**config.mk**
```make
export PLATFORM = sky130hd
export DESIGN_NAME = instr_fetch
export DESIGN_NICKNAME = d
export VERILOG_FILES = /design/src/rtl/instr_fetch_pkg.sv /design/src/rtl/instr_fetch_imm_gen.sv /design/src/rtl/instr_fetch.sv
export SDC_FILE = /design/constraint.sdc
export NUM_CORES = 1
export LEC_CHECK = 0
export BUFFER_PORTS_ARGS = -buffer_cell sky130_fd_sc_hd__buf_2
export CAP_MARGIN = 20
export CORE_MARGIN = 10
export CORE_UTILIZATION = 53
export CTS_BUF_LIST = sky130_fd_sc_hd__clkbuf_2 sky130_fd_sc_hd__clkbuf_4 sky130_fd_sc_hd__clkbuf_8
export CTS_CLUSTER_DIAMETER = 60
export DETAILED_ROUTE_END_ITERATION = 10
export PLACE_DENSITY_LB_ADDON = 0.2
export SLEW_MARGIN = 20
export SYNTH_ARGS = -nofsm -noshare
export SYNTH_HDL_FRONTEND = slang
export SYNTH_SLANG_ARGS = --single-unit
```
**constraint.sdc**
```tcl
create_clock -name clk -period 5.5 [get_ports clk]
set_input_delay 1.1 -clock clk [delete_from_list [all_inputs] [get_ports clk]]
set_output_delay 1.1 -clock clk [all_outputs]
set_load 0.01 [all_outputs]
```
**src/rtl/instr_fetch_pkg.sv**
```systemverilog
// Shared definitions for the instruction-fetch stage: opcodes, NOP encoding, FSM states.
package instr_fetch_pkg;

    localparam logic [6:0]  OP_IMM   = 7'b0010011;
    localparam logic [6:0]  OP_REG   = 7'b0110011;
    localparam logic [6:0]  OP_LUI   = 7'b0110111;
    localparam logic [31:0] NOP_INSN = 32'h0000_0013;

    typedef enum logic [1:0] {
        ST_IDLE = 2'd0,
        ST_REQ  = 2'd1,
        ST_DONE = 2'd2
    } fetch_state_e;

endpackage

```
**src/rtl/instr_fetch_imm_gen.sv**
```systemverilog
// Immediate generator: U-type for LUI, sign-extended I-type for everything else.
module instr_fetch_imm_gen
    import instr_fetch_pkg::*;
#(
    parameter int unsigned XLEN = 32
) (
    input  logic [6:0]      opcode,
    input  logic [19:0]     ir_hi,
    output logic [XLEN-1:0] imm
);

    logic signed [31:0] u_imm;
    logic signed [31:0] i_imm;

    always_comb begin
        u_imm = $signed({ir_hi, 12'b0});
        i_imm = 32'($signed(ir_hi[19:8]));
        case (opcode)
            OP_LUI:  imm = XLEN'(u_imm);
            OP_IMM:  imm = XLEN'(i_imm);
            OP_REG:  imm = XLEN'(i_imm);
            default: imm = XLEN'(i_imm);
        endcase
    end

endmodule

```
**src/rtl/instr_fetch.sv**
```systemverilog
// Instruction fetch stage: PC register, IR fetch FSM (IDLE/REQ/DONE) and field decode.
// Optional PC alignment check enabled by defining PC_ALIGN_CHECK_EN.
module instr_fetch
    import instr_fetch_pkg::*;
#(
    parameter int unsigned          XLEN     = 32,
    parameter logic [XLEN-1:0]      RESET_PC = '0
) (
    input  logic            clk,
    input  logic            rst_n,
    input  logic            PC_Write,
    input  logic            IR_Write,
    input  logic            pc_load,
    input  logic [XLEN-1:0] pc_load_val,
    output logic            imem_req,
    output logic [XLEN-1:0] imem_addr,
    input  logic            imem_ack,
    input  logic [31:0]     imem_rdata,
    output logic [XLEN-1:0] pc,
    output logic            fetch_busy,
    output logic            ir_valid,
`ifdef PC_ALIGN_CHECK_EN
    output logic            misalign_err,
`endif
    output logic [6:0]      opcode,
    output logic [2:0]      funct3,
    output logic [6:0]      funct7,
    output logic [4:0]      rs1,
    output logic [4:0]      rs2,
    output logic [4:0]      rd,
    output logic [XLEN-1:0] imm
);

    fetch_state_e    state_q, state_d;
    logic [XLEN-1:0] pc_q, pc_d;
    logic [XLEN-1:0] addr_q, addr_d;
    logic [31:0]     ir_q, ir_d;
    logic            busy_q, busy_d;
    logic            valid_q, valid_d;
`ifdef PC_ALIGN_CHECK_EN
    logic            misalign_q, misalign_d;
`endif

    // Redirect wins over sequential increment; increment wraps naturally.
    always_comb begin
        pc_d = pc_q;
        if (pc_load) begin
            pc_d = pc_load_val;
        end else if (PC_Write) begin
            pc_d = pc_q + XLEN'(4);
        end
    end

    // Fetch FSM next state; registered outputs are derived from the next state.
    always_comb begin
        state_d    = state_q;
        addr_d     = addr_q;
        ir_d       = ir_q;
`ifdef PC_ALIGN_CHECK_EN
        misalign_d = 1'b0;
`endif
        case (state_q)
            ST_IDLE: begin
                if (IR_Write) begin
`ifdef PC_ALIGN_CHECK_EN
                    if (pc_q[1:0] != 2'b00) begin
                        misalign_d = 1'b1;
                    end else begin
                        addr_d  = pc_q;
                        state_d = ST_REQ;
                    end
`else
                    addr_d  = pc_q;
                    state_d = ST_REQ;
`endif
                end
            end
            ST_REQ: begin
                if (imem_ack) begin
                    ir_d    = imem_rdata;
                    state_d = ST_DONE;
                end
            end
            ST_DONE: begin
                state_d = ST_IDLE;
            end
            default: begin
                state_d = ST_IDLE;
            end
        endcase
        busy_d  = (state_d == ST_REQ);
        valid_d = (state_d == ST_DONE);
    end

    always_ff @(posedge clk or negedge rst_n) begin
        if (!rst_n) begin
            state_q    <= ST_IDLE;
            pc_q       <= RESET_PC;
            addr_q     <= '0;
            ir_q       <= NOP_INSN;
            busy_q     <= 1'b0;
            valid_q    <= 1'b0;
`ifdef PC_ALIGN_CHECK_EN
            misalign_q <= 1'b0;
`endif
        end else begin
            state_q    <= state_d;
            pc_q       <= pc_d;
            addr_q     <= addr_d;
            ir_q       <= ir_d;
            busy_q     <= busy_d;
            valid_q    <= valid_d;
`ifdef PC_ALIGN_CHECK_EN
            misalign_q <= misalign_d;
`endif
        end
    end

    assign pc         = pc_q;
    assign imem_req   = busy_q;
    assign fetch_busy = busy_q;
    assign imem_addr  = addr_q;
    assign ir_valid   = valid_q;
`ifdef PC_ALIGN_CHECK_EN
    assign misalign_err = misalign_q;
`endif

    // Field decode straight from IR.
    assign opcode = ir_q[6:0];
    assign funct3 = ir_q[14:12];
    assign funct7 = ir_q[31:25];
    assign rs1    = ir_q[19:15];
    assign rs2    = ir_q[24:20];
    assign rd     = ir_q[11:7];

    instr_fetch_imm_gen #(
        .XLEN (XLEN)
    ) u_imm_gen (
        .opcode (ir_q[6:0]),
        .ir_hi  (ir_q[31:12]),
        .imm    (imm)
    );

endmodule
```
==> impl_results.md, run 1 <==
- Worst endpoint required time: ~4.4 ns
- Synth cell types: between 40 and 50
- # IOs: 201
- Pint: around 0.0018 W
- Non-filler cells, final: about 770
- CP max stage delay: 0.56 ns
- Number of max-cap violations: 0
- Root Buffer: clkbuf_8
- RSZ-0062 raised after global routing: no
- Layout overhead on the synthesized area: 27.73%
- Die area: around 0.013 mm²
- Most common cell after layout, fill and taps aside: buf_2
- Routed Antenna Nets: 0
- # H-tree levels: 3
- Outcome: completed
- Vias in the first global route: roughly 4.3k
- Clock skew: 0.008749 ns
- Drt initial violations: between 300 and 400
- Relative slew slack: 34.57%
- Clk_lat worst skew: 0.35 ns
- Via count: between 4k and 5k
- DRC: 0
- CP arrival: 2.12 ns
- TritonCTS clock tree: built
- Nets: about 720
- Net Sw Frac: around 37%
- Net Sw Power: 0.001036 W
- Clock share of power: 20.1%
- Largest net degree at the start of global routing: 56
- First-pass GRT wire length: 22300 µm
- Post-Synthesis Cells: about 470
- VDD IR max: between 0.2 and 0.25 mV
- Critical path's top delay family: buffers and inverters
- Worst slew pin tran: 0.9792 ns
- Share of cells above drive strength 1: a little over 40%
- Syn_area_per_cell: 9.911 µm²
- Initial antenna violation count: 0
- Worst path most repeated cell: buf_4
- Sequential share of power: around two fifths
- Total gr overflow: 0
- CTS buffer count: 9
- CP Cell Sequence: nand4b_1 -> nor3_2 -> buf_4 -> nor2b_1 -> buf_4 -> a21o_1 -> buf_2
- Mapped Area: 0.004648 mm²
- Post-CTS Resized: 0
- GP Congestion: 0.8003
- Num rows: 34
- Power per Cell Area: about 470 mW/mm²
- Die W: 113.7 µm
- Mapped Nets: 540
- Final period util: 58.56%
- Clock sinks: 100
- Slew Limit Fails: 0
- Syn. warnings: 0
- Die H: 113.7 µm
- Critical path class: flip-flop to output port
- Seq/Total Area, Yosys: between 50% and 60%
- Setup repair bufs after CTS: 0
- Starting Density: 53.82%
- Reg clk slew, reported paths: roughly 0.1 ns
- Core Box Area: 0.008636 mm²
- Final WL: around 14000 µm
- CTS Hold Buffers Added: 0
- Buffers added on ports: 200
- Critical-path top delay cell: dfstp_2
- Crit end category: output port
- Placed Cells: approximately 750
- Pre-Repair DR Iteration Count: 4
- Final setup fails: 0
- Seq cells post-synth: 100
- CTS max path bufs: 2
- Comb pwr share: between 30% and 40%
- Final-report hold violation count: 0
- Most frequent cells in the layout: buf_2 (199), nand2_1 (122), dfrtp_1 (97)
- Fmax: about 0.31 GHz
- CP max FO: 31
- Total negative slack: 0 ns
- Dpl hpwl: ~10000 µm
- All-Layer GR Usage: 20.86%
- Post-route minimum period: about 3.2 ns
- Static Leak: a little over 3 nW
- Worst setup SP type: flip-flop
- Critical path buffers and inverters: 3
- Util after Layout: 68.75%
- Min-delay worst type: flip-flop to flip-flop
- DR WL/cell: 17.80 µm
- Drt via density: about 5.4
routing by layer:
metal	up-vias	wire length (µm)	track usage [%]
met5	-	0	0
met1	1994	5209	23.90
met2	153	6950	36.16
met3	18	1227	6.877
li1	1984	-	-
met4	0	232	6.176
stage by stage:
step / hold slack (ns) / area (µm²) / setup slack (ns) / total power (W)
2_1_floorplan: 0.4365 / 4648 / 2.770 / 0.001744
3_3_place_gp: 0.4531 / 5688 / 2.670 / 0.002244
3_5_place_dp: 0.4638 / 5688 / 2.599 / 0.002286
4_1_cts: 0.4800 / 5934 / 2.250 / 0.002852
5_1_grt: 0.5099 / 5934 / 2.126 / 0.003010
6_report: 0.4807 / 5937 / 2.279 / 0.002814
power groups by stage:
stage                     Clock, W  Sequential [W]  Combinational (W)
after global placement           0         0.00118            0.00106
final                     0.000565         0.00118            0.00107
after detailed placement         0         0.00120            0.00109
after CTS                 0.000578         0.00118            0.00109
after global routing      0.000607         0.00122            0.00118
after floorplan                  0         0.00128           0.000465
logic make-up (layout without fill, tap and decap cells):
kind of cell    count (synthesis)  after routing  share of synthesized area [%]
simple gates                  216            216                          22.32
flops                         100            100                          53.92
compound gates                 67             67                          9.368
buf+inv                        38            225                          3.365
mux                            36             36                          8.695
xor+xnor                       11             11                          2.073
fa+ha+maj                       1              1                         0.2691
other cells                     0              1                              0
state kept, by name, indices dropped and copies added (netlist names):
signal and count:
pc 32, fetch_busy 1, state_q 2, ir_q 32
ir_valid 1, imem_addr 32
worst register-to-register path: stages (launching register included):
cell	delay [ns]
dfrtp_1	0.48
and4_1	0.46
nand4_1	0.70
or4_1	0.72
a31oi_1	0.18
cell type report:
class | instances | area (µm²)
inverters | 6 | 22.52
fillers | 695 | 2699
flip-flops and latches | 100 | 2506
multi-input cells | 331 | 1998
clock buffers | 9 | 123.9
diodes | 1 | 2.502
clock inverters | 7 | 122.6
well taps | 108 | 135.1
repair buffers | 203 | 1026
final timing paths:
kind                                     startpoint                         to  slack, ns  cells past startpoint
worst min-delay path            ir_q[0]$_DFFE_PN1P_        ir_q[0]$_DFFE_PN1P_       0.48                      2
max in group asynchronous                     rst_n       fetch_busy$_DFF_PN0_       3.65                      2
worst min register to register  ir_q[0]$_DFFE_PN1P_        ir_q[0]$_DFFE_PN1P_       0.48                      2
worst max register to register    pc[5]$_DFFE_PN0N_         pc[22]$_DFFE_PN0N_       2.90                      4
worst max-delay path            ir_q[4]$_DFFE_PN1P_                    imm[15]       2.28                      7
min in group asynchronous                     rst_n  imem_addr[14]$_DFFE_PN0P_       0.73                      1
cell usage after synthesis (all sizes together):
| library cell | n | area share (%) |
|---|---|---|
| nand3 | 11 | 1.2 |
| nand4 | 11 | 1.6 |
| xor2 | 7 | 1.3 |
| o31ai | 8 | 1.3 |
| mux2i | 1 | 0.22 |
| o21ai | 18 | 1.9 |
| nor2 | 19 | 1.5 |
| clkbuf | 26 | 2.1 |
| or2 | 1 | 0.13 |
| mux2 | 35 | 8.5 |
| dfstp | 3 | 1.7 |
| and4 | 8 | 1.5 |
| or4b | 1 | 0.22 |
| nand4b | 1 | 0.19 |
| nand2b | 2 | 0.27 |
| a21oi | 2 | 0.22 |
| or4 | 10 | 1.6 |
| dfrtp | 97 | 52 |
| buf | 6 | 0.78 |
| xnor2 | 4 | 0.75 |
| nand4bb | 1 | 0.24 |
| o311ai | 1 | 0.19 |
| o41ai | 2 | 0.38 |
| a21o | 19 | 3.1 |
| nor3 | 2 | 0.22 |
| a31oi | 17 | 2.3 |
| nand2 | 122 | 9.9 |
| and3 | 4 | 0.57 |
| nor2b | 12 | 1.6 |
| and2 | 3 | 0.43 |
| inv | 6 | 0.48 |
| ha | 1 | 0.27 |
| or3 | 8 | 1.1 |
No activity file was read; power rests on OpenSTA's default activity.
==> run 2, diff against run 1 <==
Settings changed: CORE_UTILIZATION 53 to 49.
Clock period 5.5 ns to 3.4 ns, I/O delays scaled along.
==> impl_results.md, run 2 (synthesized netlist as in run 1, its figures left out) <==
- Outcome: completed (unchanged)
- Worst r2r src: pc[5]$_DFFE_PN0N_ (unchanged)
- CP max FO: 31 (unchanged)
- Path depth of the worst reg2reg path: 4 (unchanged)
- Nets: 724 (was 722)
- Non-filler cells, final: 787 (was 765)
- TritonCTS clock tree: built (unchanged)
- Final WL: 13320 µm (was 13620 µm)
- Overall power: 0.004331 W (was 0.002814 W)
- GR peak layer: met2 (unchanged)
- Drt via density: 5.156 (was 5.424)
- DR WL/cell: 16.93 µm (was 17.80 µm)
- Final-report hold violation count: 0 (unchanged)
- Layout overhead on the synthesized area: 27.27% (was 27.73%)
- Slew Limit Fails: 0 (unchanged)
- CP arrival: 2.11 ns (was 2.12 ns)
- Clock skew: 0.01508 ns (was 0.008749 ns)
- GP Congestion: 0.8335 (was 0.8003)
- Relative slew slack: 35.70% (was 34.57%)
- CTS max path bufs: 2 (unchanged)
- # H-tree levels: 3 (unchanged)
- Reg2reg end: pc[21]$_DFFE_PN0N_ (was pc[22]$_DFFE_PN0N_)
- Starting Density: 50.30% (was 53.82%)
- Fmax: approximately 0.36 GHz
- DRC: 0 (unchanged)
- Final period util: about 82%
- Routed Antenna Nets: 0 (unchanged)
- All-Layer GR Usage: 19.01% (was 20.86%)
- First-pass GRT wire length: 21930 µm (was 22300 µm)
- Total gr overflow: 0 (unchanged)
- Die W: 117.4 µm (was 113.7 µm)
- Buffers added on ports: 200 (unchanged)
- Share of cells above drive strength 1: 40.73% (was 40.55%)
- Setup repair bufs after CTS: 0 (unchanged)
- Static Leak: 3.028 nW (was 3.052 nW)
- CTS Hold Buffers Added: 0 (unchanged)
- Total negative slack: 0 ns (unchanged)
- Dpl hpwl: 10050 µm (was 10290 µm)
- Most frequent cells in the layout: buf_2 (199), nand2_1 (122), dfrtp_1 (97) (unchanged)
- Number of max-cap violations: 0 (unchanged)
- Via count: 4058 (was 4149)
- Critical path class: flip-flop to output port (unchanged)
- Grt met3 use: 5.803% (was 6.877%)
- Pre-Repair DR Iteration Count: 4 (unchanged)
- RSZ-0062 raised after global routing: no (unchanged)
- Placed Cells: 771 (was 748)
- Drt initial violations: 248 (was 307)
- Reg clk slew, reported paths: 0.11 ns (was 0.10 ns)
- Initial antenna violation count: 1 (was 0)
- Worst setup SP type: flip-flop (unchanged)
- Reg2reg setup slack: 0.88 ns (was 2.90 ns)
- Vias in the first global route: 4131 (was 4323)
- Diodes inserted: 0 (was 1)
- Worst slew pin tran: 0.9622 ns (was 0.9792 ns)
- CTS buffer count: 9 (unchanged)
- Met2 Usage GRT: 31.71% (was 36.16%)
- Clk_lat worst skew: 0.36 ns (was 0.35 ns)
- VDD IR max: 0.4764 mV (was 0.2500 mV)
- Crit end category: output port (unchanged)
- Most common cell after layout, fill and taps aside: buf_2 (unchanged)
- Clock sinks: 100 (unchanged)
- Die area: 0.01378 mm² (was 0.01292 mm²)
- Die H: 117.4 µm (was 113.7 µm)
- Final setup fails: 0 (unchanged)
- Root Buffer: clkbuf_8 (unchanged)
- Largest net degree at the start of global routing: 85 (was 56)
- Power per Cell Area: 732.0 mW/mm² (was 474.1 mW/mm²)
- Post-CTS Resized: 0 (unchanged)
- # IOs: 201 (unchanged)
- Worst endpoint required time: 2.72 ns (was 4.40 ns)
- Core Box Area: 0.009240 mm² (was 0.008636 mm²)
- Min-delay worst type: input pin to async pin (was flip-flop to flip-flop)
- GR Util met1: 22.81% (was 23.90%)
- Num rows: 35 (was 34)
- Post-route minimum period: between 2 and 3 ns
-- run 2: how the worst max path moves through the flow --
stage	startpoint	end	slack, ns	cells past startpoint
2_1_floorplan	PC_Write	pc[26]$_DFFE_PN0N_	1.09	6
3_3_place_gp	PC_Write	pc[26]$_DFFE_PN0N_	1.0	5
3_5_place_dp	pc[5]$_DFFE_PN0N_	pc[21]$_DFFE_PN0N_	0.91	4
4_1_cts	ir_q[4]$_DFFE_PN1P_	imm[22]	0.57	7
5_1_grt	ir_q[4]$_DFFE_PN1P_	imm[29]	0.46	7
6_report	ir_q[4]$_DFFE_PN1P_	imm[22]	0.61	7
-- run 2: metrics by stage --
step	area [µm²]	util [%]	hold slack, ns	setup slack, ns
floorplan	4648	-	0.3844	1.090
detailed placement	5729	62.00	0.4588	0.9114
CTS	5912	63.98	0.4669	0.5705
global placement	5729	62.00	0.4538	0.9973
global route	5916	64.02	0.3938	0.4573
finish	5916	64.02	0.3561	0.6060
-- run 2: worst max-delay path: stages (launching register included) --
cell and delay [ns]:
dfstp_2 0.56, nand4b_1 0.11, nor3_2 0.17, buf_4 0.32, nor2b_1 0.08, buf_4 0.21, a21o_1 0.17, buf_2 0.14
-- run 2: report_power, final --
part | internal, W | total, W | switching [W] | leakage (nW)
Combinational | 0.000789 | 0.00173 | 0.000941 | 1.76
Sequential | 0.00160 | 0.00189 | 0.000295 | 1.18
Clock | 0.000275 | 0.000710 | 0.000435 | 0.0864
-- run 2: routing by layer --
metal / share of wire [%] / wire length (µm)
met1: 42 / 5558
met2: 49 / 6558
met3: 7.5 / 1004
met4: 1.4 / 187
met5: 0.11 / 15
-- run 2: cell type report --
class                   instances  area (µm²)
clock buffers                   9       123.9
fillers                       780        3324
multi-input cells             331        1998
flip-flops and latches        100        2506
well taps                     129       161.4
repair buffers                205        1045
inverters                       6       22.52
clock inverters                 7       58.81
==> run 3, diff against run 2 <==
Clock period 3.4 ns to 2.7 ns, I/O delays scaled along.
==> impl_results.md, run 3 (synthesized netlist as in run 1, its figures left out) <==
- CP max FO: 30 (was 31)
- Outcome: completed (unchanged)
- Final period util: about nine tenths
- Worst setup SP type: flip-flop (unchanged)
- CTS Hold Buffers Added: 0 (unchanged)
- Worst r2r src: pc[11]$_DFFE_PN0N_ (was pc[5]$_DFFE_PN0N_)
- Final-report hold violation count: 0 (unchanged)
- Min-delay worst type: input pin to async pin (unchanged)
- Reg clk slew, reported paths: 0.11 ns (about the same)
- Clock sinks: 100 (unchanged)
- # H-tree levels: 3 (unchanged)
- Dpl hpwl: 10250 µm (was 10050 µm)
- CP max stage delay: 0.56 ns (about the same)
- Crit path launch: ir_q[4]$_DFFE_PN1P_ (unchanged)
- GP Congestion: 0.7975 (was 0.8335)
- # IOs: 201 (unchanged)
- Vias in the first global route: 4051 (was 4131)
- Static Leak: 3.067 nW (was 3.028 nW)
- Die area: 0.01378 mm² (unchanged)
- Fmax: ~0.4 GHz
- Final WL: 13240 µm (was 13320 µm)
- Buffers added on ports: 200 (unchanged)
- Worst endpoint required time: 2.16 ns (was 2.72 ns)
- Slew Limit Fails: 0 (unchanged)
- CP Cell Sequence: nand4b_1 -> nor3_2 -> buf_4 -> a21o_1 -> buf_2 (was nand4b_1 -> nor3_2 -> buf_4 -> nor2b_1 -> buf_4 -> a21o_1 -> buf_2)
- Total gr overflow: 0 (unchanged)
- Critical-path top delay cell: dfstp_2 (unchanged)
- Starting Density: 50.30% (unchanged)
- Die H: 117.4 µm (unchanged)
- Drt via density: 5.180 (was 5.156)
- Num rows: 35 (unchanged)
- Final setup fails: 0 (unchanged)
- Post-route minimum period: around 2.5 ns
- Filler cell count: 796 (was 780)
- Setup repair bufs after CTS: 0 (unchanged)
- CTS buffer count: 9 (unchanged)
- Critical path's top delay family: flip-flops (was buffers and inverters)
- Clk_lat worst skew: 0.36 ns (about the same)
- VDD IR max: 0.5065 mV (was 0.4764 mV)
- Critical path class: flip-flop to output port (unchanged)
- CP arrival: 1.92 ns (was 2.11 ns)
- Die W: 117.4 µm (unchanged)
- Routed Antenna Nets: 0 (unchanged)
- Drt initial violations: 199 (was 248)
- Layout overhead on the synthesized area: 28.83% (was 27.27%)
- Relative slew slack: 57.90% (was 35.70%)
- TritonCTS clock tree: built (unchanged)
- Crit end category: output port (unchanged)
- Power per Cell Area: 943.5 mW/mm² (was 732.0 mW/mm²)
- First-pass GRT wire length: 21030 µm (was 21930 µm)
- Most frequent cells in the layout: buf_2 (199), nand2_1 (122), dfrtp_1 (97) (unchanged)
- Initial antenna violation count: 2 (was 1)
- Critical path buffers and inverters: 2 (was 3)
- Util after Layout: 64.81% (was 64.02%)
- DRC: 0 (unchanged)
- Nets: 726 (was 724)
- Core Box Area: 0.009240 mm² (unchanged)
- Total negative slack: 0 ns (unchanged)
- Share of cells above drive strength 1: 40.91% (was 40.73%)
- Root Buffer: clkbuf_8 (unchanged)
- RSZ-0062 raised after global routing: no (unchanged)
- Worst slew pin tran: 0.6315 ns (was 0.9622 ns)
- Pre-Repair DR Iteration Count: 4 (unchanged)
- Post-CTS Resized: 0 (unchanged)
- Clock skew: 0.01555 ns (was 0.01508 ns)
- CTS max path bufs: 2 (unchanged)
- Via count: 4092 (was 4058)
- DR WL/cell: 16.76 µm (was 16.93 µm)
- Largest net degree at the start of global routing: 58 (was 85)
- Most common cell after layout, fill and taps aside: buf_2 (unchanged)
- Number of max-cap violations: 0 (unchanged)
- All-Layer GR Usage: 18.38% (was 19.01%)
## run 3: changes by cell type in the layout (fill, tap and decap cells not counted)
cell,before,now
diode_2,0,1
clkinv_4,3,1
buf_4,5,7
inv_8,0,1
bufinv_16,0,2
buf_12,0,1
clkinvlp_4,2,1
buf_6,1,0
## run 3: per-layer routing
layer	track usage, %	share of wire [%]
met5	0	0.098
met4	5.790	1.8
met3	6.331	7.1
met2	31.40	50
met1	21.03	41
## run 3: worst reg2reg max path, cell delays in order, from the launching register on
cell     delay, ns
dfrtp_1       0.50
nand4_2       0.18
or4_1         0.69
or4_1         0.56
a31oi_1       0.19
## run 3: power by group
part	total (W)	switching, W	leakage, nW	internal (W)
sequential	0.00239	0.000379	1.18	0.00201
clock	0.00108	0.000543	0.112	0.000537
combinational	0.00218	0.00118	1.77	0.00100
## run 3: worst paths after layout
check | endpoint | slack [ns] | cells past startpoint
worst max-delay path | imm[22] | 0.24 | 5
min in group clk | ir_q[0]$_DFFE_PN1P_ | 0.35 | 3
worst max register to register | pc[26]$_DFFE_PN0N_ | 0.51 | 4
max in group asynchronous | ir_q[1]$_DFFE_PN1P_ | 1.78 | 2
worst min register to register | ir_q[1]$_DFFE_PN1P_ | 0.48 | 2
worst min-delay path | imem_addr[16]$_DFFE_PN0P_ | 0.16 | 1
## run 3: per-stage QoR
stage	setup WS, ns	power (W)	std cells	hold WS, ns	area [µm²]
2_1_floorplan	0.5298	0.003553	469	0.2444	4648
3_3_place_gp	0.4147	0.004587	773	0.4534	5757
3_5_place_dp	0.3272	0.004652	773	0.4587	5757
4_1_cts	0.2209	0.005734	789	0.1779	5986
5_1_grt	0.1108	0.006039	790	0.1916	5988
6_report	0.2420	0.005650	790	0.1612	5988
## run 3: layout make-up
| cell class | count | area [µm²] | share of cell area [%] |
|---|---|---|---|
| Sequential cell | 100 | 2506 | 41.85 |
| Multi-Input combinational cell | 331 | 1998 | 33.37 |
| Timing Repair Buffer | 207 | 1069 | 17.84 |
| Tap cell | 129 | 161.4 | 2.695 |
| Clock buffer | 9 | 123.9 | 2.069 |
| Clock inverter | 7 | 105.1 | 1.755 |
| Inverter | 6 | 22.52 | 0.3761 |
| Antenna cell | 1 | 2.502 | 0.04179 |
